==> config.mk <==
export PLATFORM = sky130hd
export DESIGN_NAME = tri_bus_sel_ctrl
export DESIGN_NICKNAME = d
export VERILOG_FILES = /design/src/rtl/tri_bus_sel_ctrl_pkg.sv /design/src/rtl/tri_rr_pick.sv /design/src/rtl/tri_bus_sel_ctrl.sv
export SDC_FILE = /design/constraint.sdc
export NUM_CORES = 1
export LEC_CHECK = 0
export ABC_AREA = 1
export ABC_CLOCK_PERIOD_IN_PS = 2000
export BUFFER_PORTS_ARGS = -buffer_cell sky130_fd_sc_hd__buf_2
export CORE_MARGIN = 3
export CORE_UTILIZATION = 57
export CTS_CLUSTER_DIAMETER = 120
export DETAILED_ROUTE_END_ITERATION = 8
export PLACE_DENSITY = 0.79
export SLEW_MARGIN = 30
export SYNTH_ARGS = -nofsm -noshare
export SYNTH_HDL_FRONTEND = slang
export SYNTH_SLANG_ARGS = --single-unit
==> constraint.sdc <==
create_clock -name clk -period 2 [get_ports clk]
set_input_delay 0.1 -clock clk [delete_from_list [all_inputs] [get_ports clk]]
set_output_delay 0.1 -clock clk [all_outputs]
set_load 0.005 [all_outputs]
==> src/rtl/tri_bus_sel_ctrl_pkg.sv <==
// Shared definitions for the tristate bus select controller: FSM encoding,
// counter widths and default parameter values.
package tri_bus_sel_ctrl_pkg;

  typedef enum logic [1:0] {
    ST_IDLE  = 2'd0,
    ST_DRIVE = 2'd1,
    ST_TURN  = 2'd2
  } state_t;

  localparam int DEF_NUM_DRV  = 4;
  localparam int DEF_MAX_HOLD = 8;
  localparam int DEF_TURN_CYC = 1;
  localparam int DEF_ID_W     = 2;

  // Sized for the largest legal MAX_HOLD (255) and TURN_CYC (3).
  localparam int HOLD_W = 8;
  localparam int TURN_W = 2;

endpackage : tri_bus_sel_ctrl_pkg

==> src/rtl/tri_rr_pick.sv <==
// Combinational round-robin picker: first set req bit searching upward from
// ptr+1 with wrap-around, so the driver at ptr itself has lowest priority.
module tri_rr_pick
  import tri_bus_sel_ctrl_pkg::*;
#(
  parameter int NUM_DRV = DEF_NUM_DRV,
  parameter int ID_W    = DEF_ID_W
) (
  input  logic [NUM_DRV-1:0] req,
  input  logic [ID_W-1:0]    ptr,
  output logic               found,
  output logic [ID_W-1:0]    idx
);

  // Walk from the farthest candidate to the nearest so the nearest set bit
  // is the last one written and therefore wins.
  always_comb begin
    // NOTE: every variable written here gets a default first; a path that
    // leaves one unassigned would infer a latch.
    idx = '0;
    for (int i = NUM_DRV; i >= 1; i--) begin
      if (req[(int'(ptr) + i) % NUM_DRV]) begin
        idx = ID_W'((int'(ptr) + i) % NUM_DRV);
      end
    end
  end

  assign found = |req;

endmodule : tri_rr_pick

==> src/rtl/tri_bus_sel_ctrl.sv <==
// Round-robin owner select for a bank of tristate drivers on one shared net,
// with bounded hold and dead turnaround cycles between owners. Defining
// TRI_BUS_SEL_CTRL_CONTENTION_CHK_EN adds a sticky contention checker on err.
module tri_bus_sel_ctrl
  import tri_bus_sel_ctrl_pkg::*;
#(
  parameter int NUM_DRV  = DEF_NUM_DRV,
  parameter int MAX_HOLD = DEF_MAX_HOLD,
  parameter int TURN_CYC = DEF_TURN_CYC,
  parameter int ID_W     = DEF_ID_W
) (
  input  logic               clk,
  input  logic               rst_n,
  input  logic [NUM_DRV-1:0] req,
  output logic [NUM_DRV-1:0] en_hi,
  output logic [NUM_DRV-1:0] en_lo_n,
  output logic [ID_W-1:0]    gnt_id,
  output logic               bus_busy,
  output logic               err
);

  localparam logic [HOLD_W-1:0] HOLD_MAX  = HOLD_W'(MAX_HOLD);
  localparam logic [HOLD_W-1:0] HOLD_ONE  = HOLD_W'(1);
  localparam logic [TURN_W-1:0] TURN_LAST = TURN_W'(TURN_CYC);
  localparam logic [TURN_W-1:0] TURN_ONE  = TURN_W'(1);
  localparam logic [ID_W-1:0]   PTR_RST   = ID_W'(NUM_DRV - 1);

  state_t             state_q, state_d;
  logic [ID_W-1:0]    owner_q, owner_d;
  logic [ID_W-1:0]    ptr_q, ptr_d;
  logic [HOLD_W-1:0]  hold_q, hold_d;
  logic [TURN_W-1:0]  turn_q, turn_d;

  logic [NUM_DRV-1:0] en_hi_d;
  logic [NUM_DRV-1:0] en_lo_n_d;
  logic [ID_W-1:0]    gnt_id_d;
  logic               busy_d;

  logic               pick_found;
  logic [ID_W-1:0]    pick_idx;
  logic [NUM_DRV-1:0] owner_mask;
  logic               owner_req;
  logic               others_req;

  tri_rr_pick #(
    .NUM_DRV (NUM_DRV),
    .ID_W    (ID_W)
  ) u_pick (
    .req   (req),
    .ptr   (ptr_q),
    .found (pick_found),
    .idx   (pick_idx)
  );

  assign owner_mask = NUM_DRV'(1) << owner_q;
  assign owner_req  = |(req & owner_mask);
  assign others_req = |(req & ~owner_mask);

  // State register; the output pins are registered here too so nothing
  // reaches them combinationally from req.
  always_ff @(posedge clk or negedge rst_n) begin
    // NOTE: every register, enables included, has an async reset so the
    // drivers release the net the instant rst_n falls.
    if (!rst_n) begin
      state_q  <= ST_IDLE;
      owner_q  <= '0;
      ptr_q    <= PTR_RST;
      hold_q   <= '0;
      turn_q   <= '0;
      en_hi    <= '0;
      en_lo_n  <= '1;
      gnt_id   <= '0;
      bus_busy <= 1'b0;
    end else begin
      // NOTE: non-blocking assignments so every register samples the
      // pre-edge values regardless of statement order.
      state_q  <= state_d;
      owner_q  <= owner_d;
      ptr_q    <= ptr_d;
      hold_q   <= hold_d;
      turn_q   <= turn_d;
      en_hi    <= en_hi_d;
      en_lo_n  <= en_lo_n_d;
      gnt_id   <= gnt_id_d;
      bus_busy <= busy_d;
    end
  end

  // Next-state logic.
  always_comb begin
    state_d = state_q;
    owner_d = owner_q;
    ptr_d   = ptr_q;
    hold_d  = hold_q;
    turn_d  = turn_q;
    unique case (state_q)
      ST_IDLE: begin
        if (pick_found) begin
          state_d = ST_DRIVE;
          owner_d = pick_idx;
          hold_d  = HOLD_ONE;
        end
      end
      ST_DRIVE: begin
        // A drop coinciding with the hold limit takes the same exit.
        if (!owner_req || (hold_q == HOLD_MAX && others_req)) begin
          state_d = ST_TURN;
          ptr_d   = owner_q;
          turn_d  = TURN_ONE;
        end else if (hold_q != HOLD_MAX) begin
          hold_d = hold_q + HOLD_ONE;
        end
      end
      ST_TURN: begin
        if (turn_q == TURN_LAST) begin
          if (pick_found) begin
            state_d = ST_DRIVE;
            owner_d = pick_idx;
            hold_d  = HOLD_ONE;
          end else begin
            state_d = ST_IDLE;
          end
        end else begin
          turn_d = turn_q + TURN_ONE;
        end
      end
      default: state_d = ST_IDLE;
    endcase
  end

  // Output logic, computed from the next state so the pins register in step
  // with the state they describe.
  always_comb begin
    busy_d    = (state_d == ST_DRIVE);
    en_hi_d   = busy_d ? (NUM_DRV'(1) << owner_d) : '0;
    en_lo_n_d = ~en_hi_d;
    gnt_id_d  = owner_d;
  end

`ifdef TRI_BUS_SEL_CTRL_CONTENTION_CHK_EN
  logic [NUM_DRV-1:0] prev_en_q;
  logic               multi_hot;
  logic               hot_swap;

  assign multi_hot = |(en_hi & (en_hi - NUM_DRV'(1)));
  // Owner A to owner B with no dead cycle in between.
  assign hot_swap  = (|prev_en_q) && (|en_hi) && (prev_en_q != en_hi);

  always_ff @(posedge clk or negedge rst_n) begin
    if (!rst_n) begin
      prev_en_q <= '0;
      err       <= 1'b0;
    end else begin
      prev_en_q <= en_hi;
      if (multi_hot || hot_swap) begin
        err <= 1'b1;
      end
    end
  end
`else
  assign err = 1'b0;
`endif

endmodule : tri_bus_sel_ctrl

# After elaboration in Yosys (flattened, before gate mapping)
# Cells that the tools add are included.
[op_classes]
n_addsub = 6
order_cmp = 4
eq_ne = 11
n_shift = 2
n_mux = 33
n_bitwise = 8
n_reduce_logical = 16
[op_table]
columns = ["operator", "n"]
rows = [
  ["$mux W8", 4],
  ["$pmux W8 S3", 1],
  ["$mux W2", 11],
  ["$lt A3 B4 Y1 const B", 4],
  ["$reduce_or A4 Y1", 3],
  ["$ne A2 B2 Y1 const B", 5],
  ["$mux W1", 9],
  ["$add A8 B1 Y8 const B", 1],
  ["$and A4 B4 Y4", 2],
  ["$bmux W1 S2", 4],
  ["$eq A8 B4 Y1 const B", 1],
  ["$ne A8 B4 Y1 const B", 1],
  ["$not A4 Y4", 2],
  ["$pmux W2 S2", 2],
  ["$reduce_or A2 Y1", 4],
  ["$shl A1 B2 Y4 const A", 2],
  ["$add A2 B1 Y2 const B", 3],
  ["$eq A2 B1 Y1 const B", 3],
  ["$pmux W2 S3", 1],
  ["$add A2 B2 Y2 const B", 2],
  ["$and A1 B1 Y1 const A", 4],
  ["$mux W4", 1],
  ["$reduce_and A4 Y1", 1],
  ["$reduce_and A3 Y1", 1],
  ["8 further kinds", 8],
]
[word_totals]
regBits = 25
input_bits = 6
output_inout_bits = 12
word_cells = 88

# Logic depth before layout (Yosys ltp)
[logic_depth]
depth_word = 16
ltp_mapped = 14
ltp_nobuf = 13

# Modules after synthesis
# A second synthesis with hierarchy kept.
[unflattened]
cells_unflattened = 222
area_unflattened_um2 = 1619.1
[by_module_without_submodules]
columns = ["module", "instances", "cells_per_inst", "area_per_inst_um2", "seq_area_each_um2"]
rows = [
  ["tri_bus_sel_ctrl", 1, 171, 1352.5, 633.1],
  ["tri_rr_pick", 1, 51, 266.5, 0.0],
]

# Worst setup path before layout
# OpenSTA, ideal clock, no wires.
[synth_timing]
path_type = "register -> register"
from = "register ptr_q[0]"
to = "register en_hi[0]"
arrival_time_ns = 1.396
required_time_ns = 1.878
setup_slack_ns = 0.482
path_stages_with_launch = 11
path_cell_list = "dfstp_2 > buf_2 > nand2_1 > nand2_1 > nand2_1 > nand2_1 > inv_1 > a21oi_1 > nor2_1 > nor2_2 > nor2_1"
[synth_via]
elab_chain_cells = 13
word_cells_on_any_way = 25
classes_between = "4 x add/sub; 1 x shift; 20 x mux"
[synth_lines]
columns = ["element", "line_no", "source"]
rows = [
  ["start, declared", "tri_bus_sel_ctrl.sv:30", "logic [ID_W-1:0] ptr_q, ptr_d;"],
  ["start signal, assigned", "tri_bus_sel_ctrl.sv:79", "ptr_q <= ptr_d;"],
  ["$add A2 B1 Y2", "tri_rr_pick.sv:22, tri_rr_pick.sv:23", ""],
  ["$bmux W1 S2", "tri_rr_pick.sv:22", "if (req[(int'(ptr) + i) % NUM_DRV]) begin"],
  ["$mux W1 (implied by the code) (2 in series)", "tri_rr_pick.sv:22", ""],
  ["$mux W2 (3 in series)", "tri_rr_pick.sv:22", ""],
  ["$mux W2 *", "tri_rr_pick.sv:22", ""],
  ["$mux W2 *", "tri_bus_sel_ctrl.sv:98, tri_bus_sel_ctrl.sv:116", ""],
  ["$mux W2", "tri_bus_sel_ctrl.sv:115", "if (turn_q == TURN_LAST) begin"],
  ["$pmux W2 S2 *", "tri_bus_sel_ctrl.sv:96", "unique case (state_q)"],
  ["named net gnt_id_d[0]", "tri_bus_sel_ctrl.sv:36", "logic [ID_W-1:0] gnt_id_d;"],
  ["$shl A1 B2 Y4 *", "tri_bus_sel_ctrl.sv:135", "en_hi_d = busy_d ? (NUM_DRV'(1) << owner_d) : '0;"],
  ["$mux W4 *", "tri_bus_sel_ctrl.sv:135", ""],
  ["named net en_hi_d[0]", "tri_bus_sel_ctrl.sv:34", "logic [NUM_DRV-1:0] en_hi_d;"],
  ["end signal, assigned", "tri_bus_sel_ctrl.sv:82", "en_hi <= en_hi_d;"],
  ["end, declared", "tri_bus_sel_ctrl.sv:15", "output logic [NUM_DRV-1:0] en_hi,"],
]
# Mark *: on every way through the listed nets, which the timed path passes. The rest lies on a longest branch. The select of a mux whose other input is x is not followed.
# A chain may end at the register's enable or synchronous reset.

# Worst setup path after layout
[layout_timing]
from = "register ptr_q[0]"
to = "register en_lo_n[1]"
[layout_via]
elab_chain_cells = 14
word_cells_on_any_way = 26
classes_between = "4 x add/sub; 1 x shift; 20 x mux; 1 x bitwise"
[layout_lines]
columns = ["element", "line_no", "source"]
rows = [
  ["$add A2 B1 Y2", "tri_rr_pick.sv:22, tri_rr_pick.sv:23", ""],
  ["$bmux W1 S2", "tri_rr_pick.sv:22", ""],
  ["$mux W1 (implied by the code) (2 in series)", "tri_rr_pick.sv:22", ""],
  ["$mux W2 (3 in series)", "tri_rr_pick.sv:22", ""],
  ["$mux W2 *", "tri_rr_pick.sv:22", ""],
  ["$mux W2 *", "tri_bus_sel_ctrl.sv:98, tri_bus_sel_ctrl.sv:116", ""],
  ["$mux W2", "tri_bus_sel_ctrl.sv:115", ""],
  ["$pmux W2 S2 *", "tri_bus_sel_ctrl.sv:96", ""],
  ["named net gnt_id_d[0]", "tri_bus_sel_ctrl.sv:36", ""],
  ["$shl A1 B2 Y4 *", "tri_bus_sel_ctrl.sv:135", ""],
  ["$mux W4 *", "tri_bus_sel_ctrl.sv:135", ""],
  ["$not A4 Y4 *", "tri_bus_sel_ctrl.sv:136", "en_lo_n_d = ~en_hi_d;"],
  ["named net en_lo_n_d[1]", "tri_bus_sel_ctrl.sv:35", "logic [NUM_DRV-1:0] en_lo_n_d;"],
  ["end signal, assigned", "tri_bus_sel_ctrl.sv:83", "en_lo_n <= en_lo_n_d;"],
  ["end, declared", "tri_bus_sel_ctrl.sv:16", "output logic [NUM_DRV-1:0] en_lo_n,"],
]
# Marked as above.

==> impl_metrics.toml <==
[critical_path]
start_kind = "register"
critPathCapture = "en_lo_n[1]$_DFF_PN1_"
critPathArrivalTime_ns = 1.92
rr_endpoint = "en_lo_n[1]$_DFF_PN1_"
slowest_delay_ns = 0.65
path_depth = 9
slowest_stage = "dfstp_2"
path_class = "register to register"
cp_top_family = "simple AND/OR/NAND/NOR gates"
regToRegSetupSlack_ns = 0.34
cp_common_cell = "nand2_1"
cp_data_required_time_ns = 2.26
critPathLaunch = "ptr_q[0]$_DFFE_PN1P_"
end_kind = "register"
crit_fanout = 9
crit_chain = "nand2_1 > nand2_1 > nand2_1 > nand2_1 > inv_1 > a21oi_1 > nor2_1 > nor2_2 > nand2_1"
r2r_cells = 9
cp_num_buf_inv = 1
reg2reg_from = "ptr_q[0]$_DFFE_PN1P_"

[flow_run]
max-cap-violations = 0

[clock_tree]
cts_tree = "done"
clk_pin_slew_worst_paths_ns = 0.14
htreeDepth = 1
clkLatencyLatePin_ns = 0.32
cts.path.max_buffers = 2
cts_buffers = 3
clockRootBuffer = "clkbuf_4"
holdBufCountCts = 1
cts_sinks = 25
postCtsResizedCells = 0
post_cts_buffers = 0

[timing]
setup_tns_ns = 0
rsz0062_at_grt = "no"
layout_min_cycle_time_ns = 1.662
relSlewSlack = 0.6306
setup_viol = 0
finalCritPeriodShare = 0.8312
fmax_mhz = 601.6
drv_slew = 0
worst_pin_slew_ns = 0.5541
holdWs_ns = 0.2939
finalHoldViolations = 0
finClkSkew_ns = 0.005434

[synth]
synth_top_area_cell = "dfrtp_1"
ys_types = 26
ys_top_cells_by_area = "dfrtp_1 (32%), nand2_1 (17%), dfstp_2 (11%)"
synth_edf_count = 0
syn_inst = 199
synth_seq_cells = 25
syn_nets = 208
synthFlopType = "dfrtp_1"
yosysMostFrequentCell = "nand2_1"
ys_warn_count = 0
async_flop_share = 1.000
syn-cell-area_mm2 = 0.001479
synth.top_cells.by_count = "nand2_1 (66), nand3_1 (20), dfrtp_1 (19), inv_1 (19), nor2_1 (13)"
yosysSeqAreaShare = 0.4281
postSynthAreaPerCell_um2 = 7.432
synth_top_area_share = 0.3215

[floorplan]
start_util = 0.6321
chipWidth_um = 56.94
fp.dieArea_mm2 = 0.003242
fp-row-count = 17
die_h_um = 56.94
fp.coreArea_mm2 = 0.002340
pin_count = 18

[route]
route.detailed.drc = 0
wl_per_cell_um = 11.88
drt_first_iter_violations = 61
final_antenna_net_count = 0
num_vias = 1328
vias_per_cell = 5.420
wirelength_um = 2910
firstDrtPassIters = 5

[global_routing]
grt_first_pass_wirelength_um = 5230
grt_pass1_vias = 1295
grt_usage = 0.1978
antenna_found_initial = 0
grt_max_degree = 26
grt_overflow_total = 0

[place]
gp_congestion = 0.8423
hpwl_um = 2228
dp_cells = 240
place.port_buffers = 16

[cells_and_area]
nets = 227
antenna_cells = 0
areaGrowthSynthToFinish_pct = 8.883
drive_gt1_frac = 0.2488
final_util = 0.6882
layoutNonFillerInstCount = 245
fillCellCount = 199
multiInputGateArea_um2 = 714.4
seqCellArea_um2 = 633.1

[outcome]
outcome = "finished, final reports clean"

[pwr]
powerDensity_mw_per_mm2 = 1391
peakVddDrop_mv = 1.166
p_leak_nw = 0.8370

[worst_hold_path]
hp-class = "primary input to async pin"
==> sequential cells by signal, summed over array words and instances (netlist names) <==
signal and count:
en_hi 4, ptr_q 2, owner_q 2, state_q 2, hold_q 8, en_lo_n 4, bus_busy 1, turn_q 2
==> logic make-up after synthesis <==
kind of cell | Yosys count | share of synthesized area
adders and majority gates | 3 | 0.02538
other | 1 | 0.002536
buffers and inverters | 31 | 0.08884
AOI/OAI and AO/OA | 21 | 0.09898
and+or+nand+nor | 118 | 0.3562
DFF | 25 | 0.4281
==> layer usage <==
| layer | wire [um] | track usage | vias to the layer above |
|---|---|---|---|
| met3 | 104 | 0.02941 | 6 |
| met1 | 1287 | 0.2410 | 622 |
| met5 | 0 | 0 | - |
| li1 | - | - | 669 |
| met4 | 41 | 0.06623 | 0 |
| met2 | 1477 | 0.3556 | 31 |
==> how the worst min path moves through the flow <==
stage / from / end / slack (ns) / cells after the start
4_1_cts: rst_n / hold_q[6]$_DFFE_PN0P_ / 0.29 / 2
6_report: rst_n / hold_q[0]$_DFFE_PN0P_ / 0.29 / 2
3_5_place_dp: rst_n / hold_q[2]$_DFFE_PN0P_ / 0.12 / 1
5_1_grt: rst_n / hold_q[6]$_DFFE_PN0P_ / 0.35 / 2
2_1_floorplan: rst_n / bus_busy$_DFF_PN0_ / -0.20 / 0
3_3_place_gp: rst_n / hold_q[4]$_DFFE_PN0P_ / 0.11 / 1
==> cell usage in the layout (no fill, tap or decap), types with 3 or more instances in the layout <==
| cell | instances |
|---|---|
| buf_2 | 16 |
| clkbuf_4 | 3 |
| dfrtp_1 | 19 |
| dfstp_2 | 6 |
| ha_1 | 3 |
| inv_1 | 19 |
| inv_2 | 8 |
| nand2_1 | 66 |
| nand2_2 | 3 |
| nand3_1 | 20 |
| nand3b_1 | 3 |
| nand4_1 | 5 |
| nor2_1 | 13 |
| o21ai_0 | 5 |
| o21ai_2 | 10 |
==> layout make-up <==
class,instances,share of cell area
Timing Repair Buffer,17,0.05594
Tap cell,28,0.02176
Clock buffer,3,0.01399
Inverter,28,0.06682
Sequential cell,25,0.3932
Multi-Input combinational cell,143,0.4437
Clock inverter,1,0.004662
==> per-stage QoR <==
stage / worst slack, ns / total power [mW] / area, um2
2_1_floorplan: 0.4824 / 1.758 / 1479
3_3_place_gp: 0.3787 / 1.981 / 1570
3_5_place_dp: 0.3612 / 2.018 / 1570
4_1_cts: 0.3344 / 2.256 / 1610
5_1_grt: 0.1038 / 2.486 / 1610
6_report: 0.3377 / 2.241 / 1610
==> power by group <==
| part | internal, mW | switching, mW | total (mW) |
|---|---|---|---|
| clock | 0.0765 | 0.158 | 0.235 |
| sequential | 0.680 | 0.157 | 0.836 |
| combinational | 0.386 | 0.784 | 1.17 |
(Power assumes the default switching activity.)
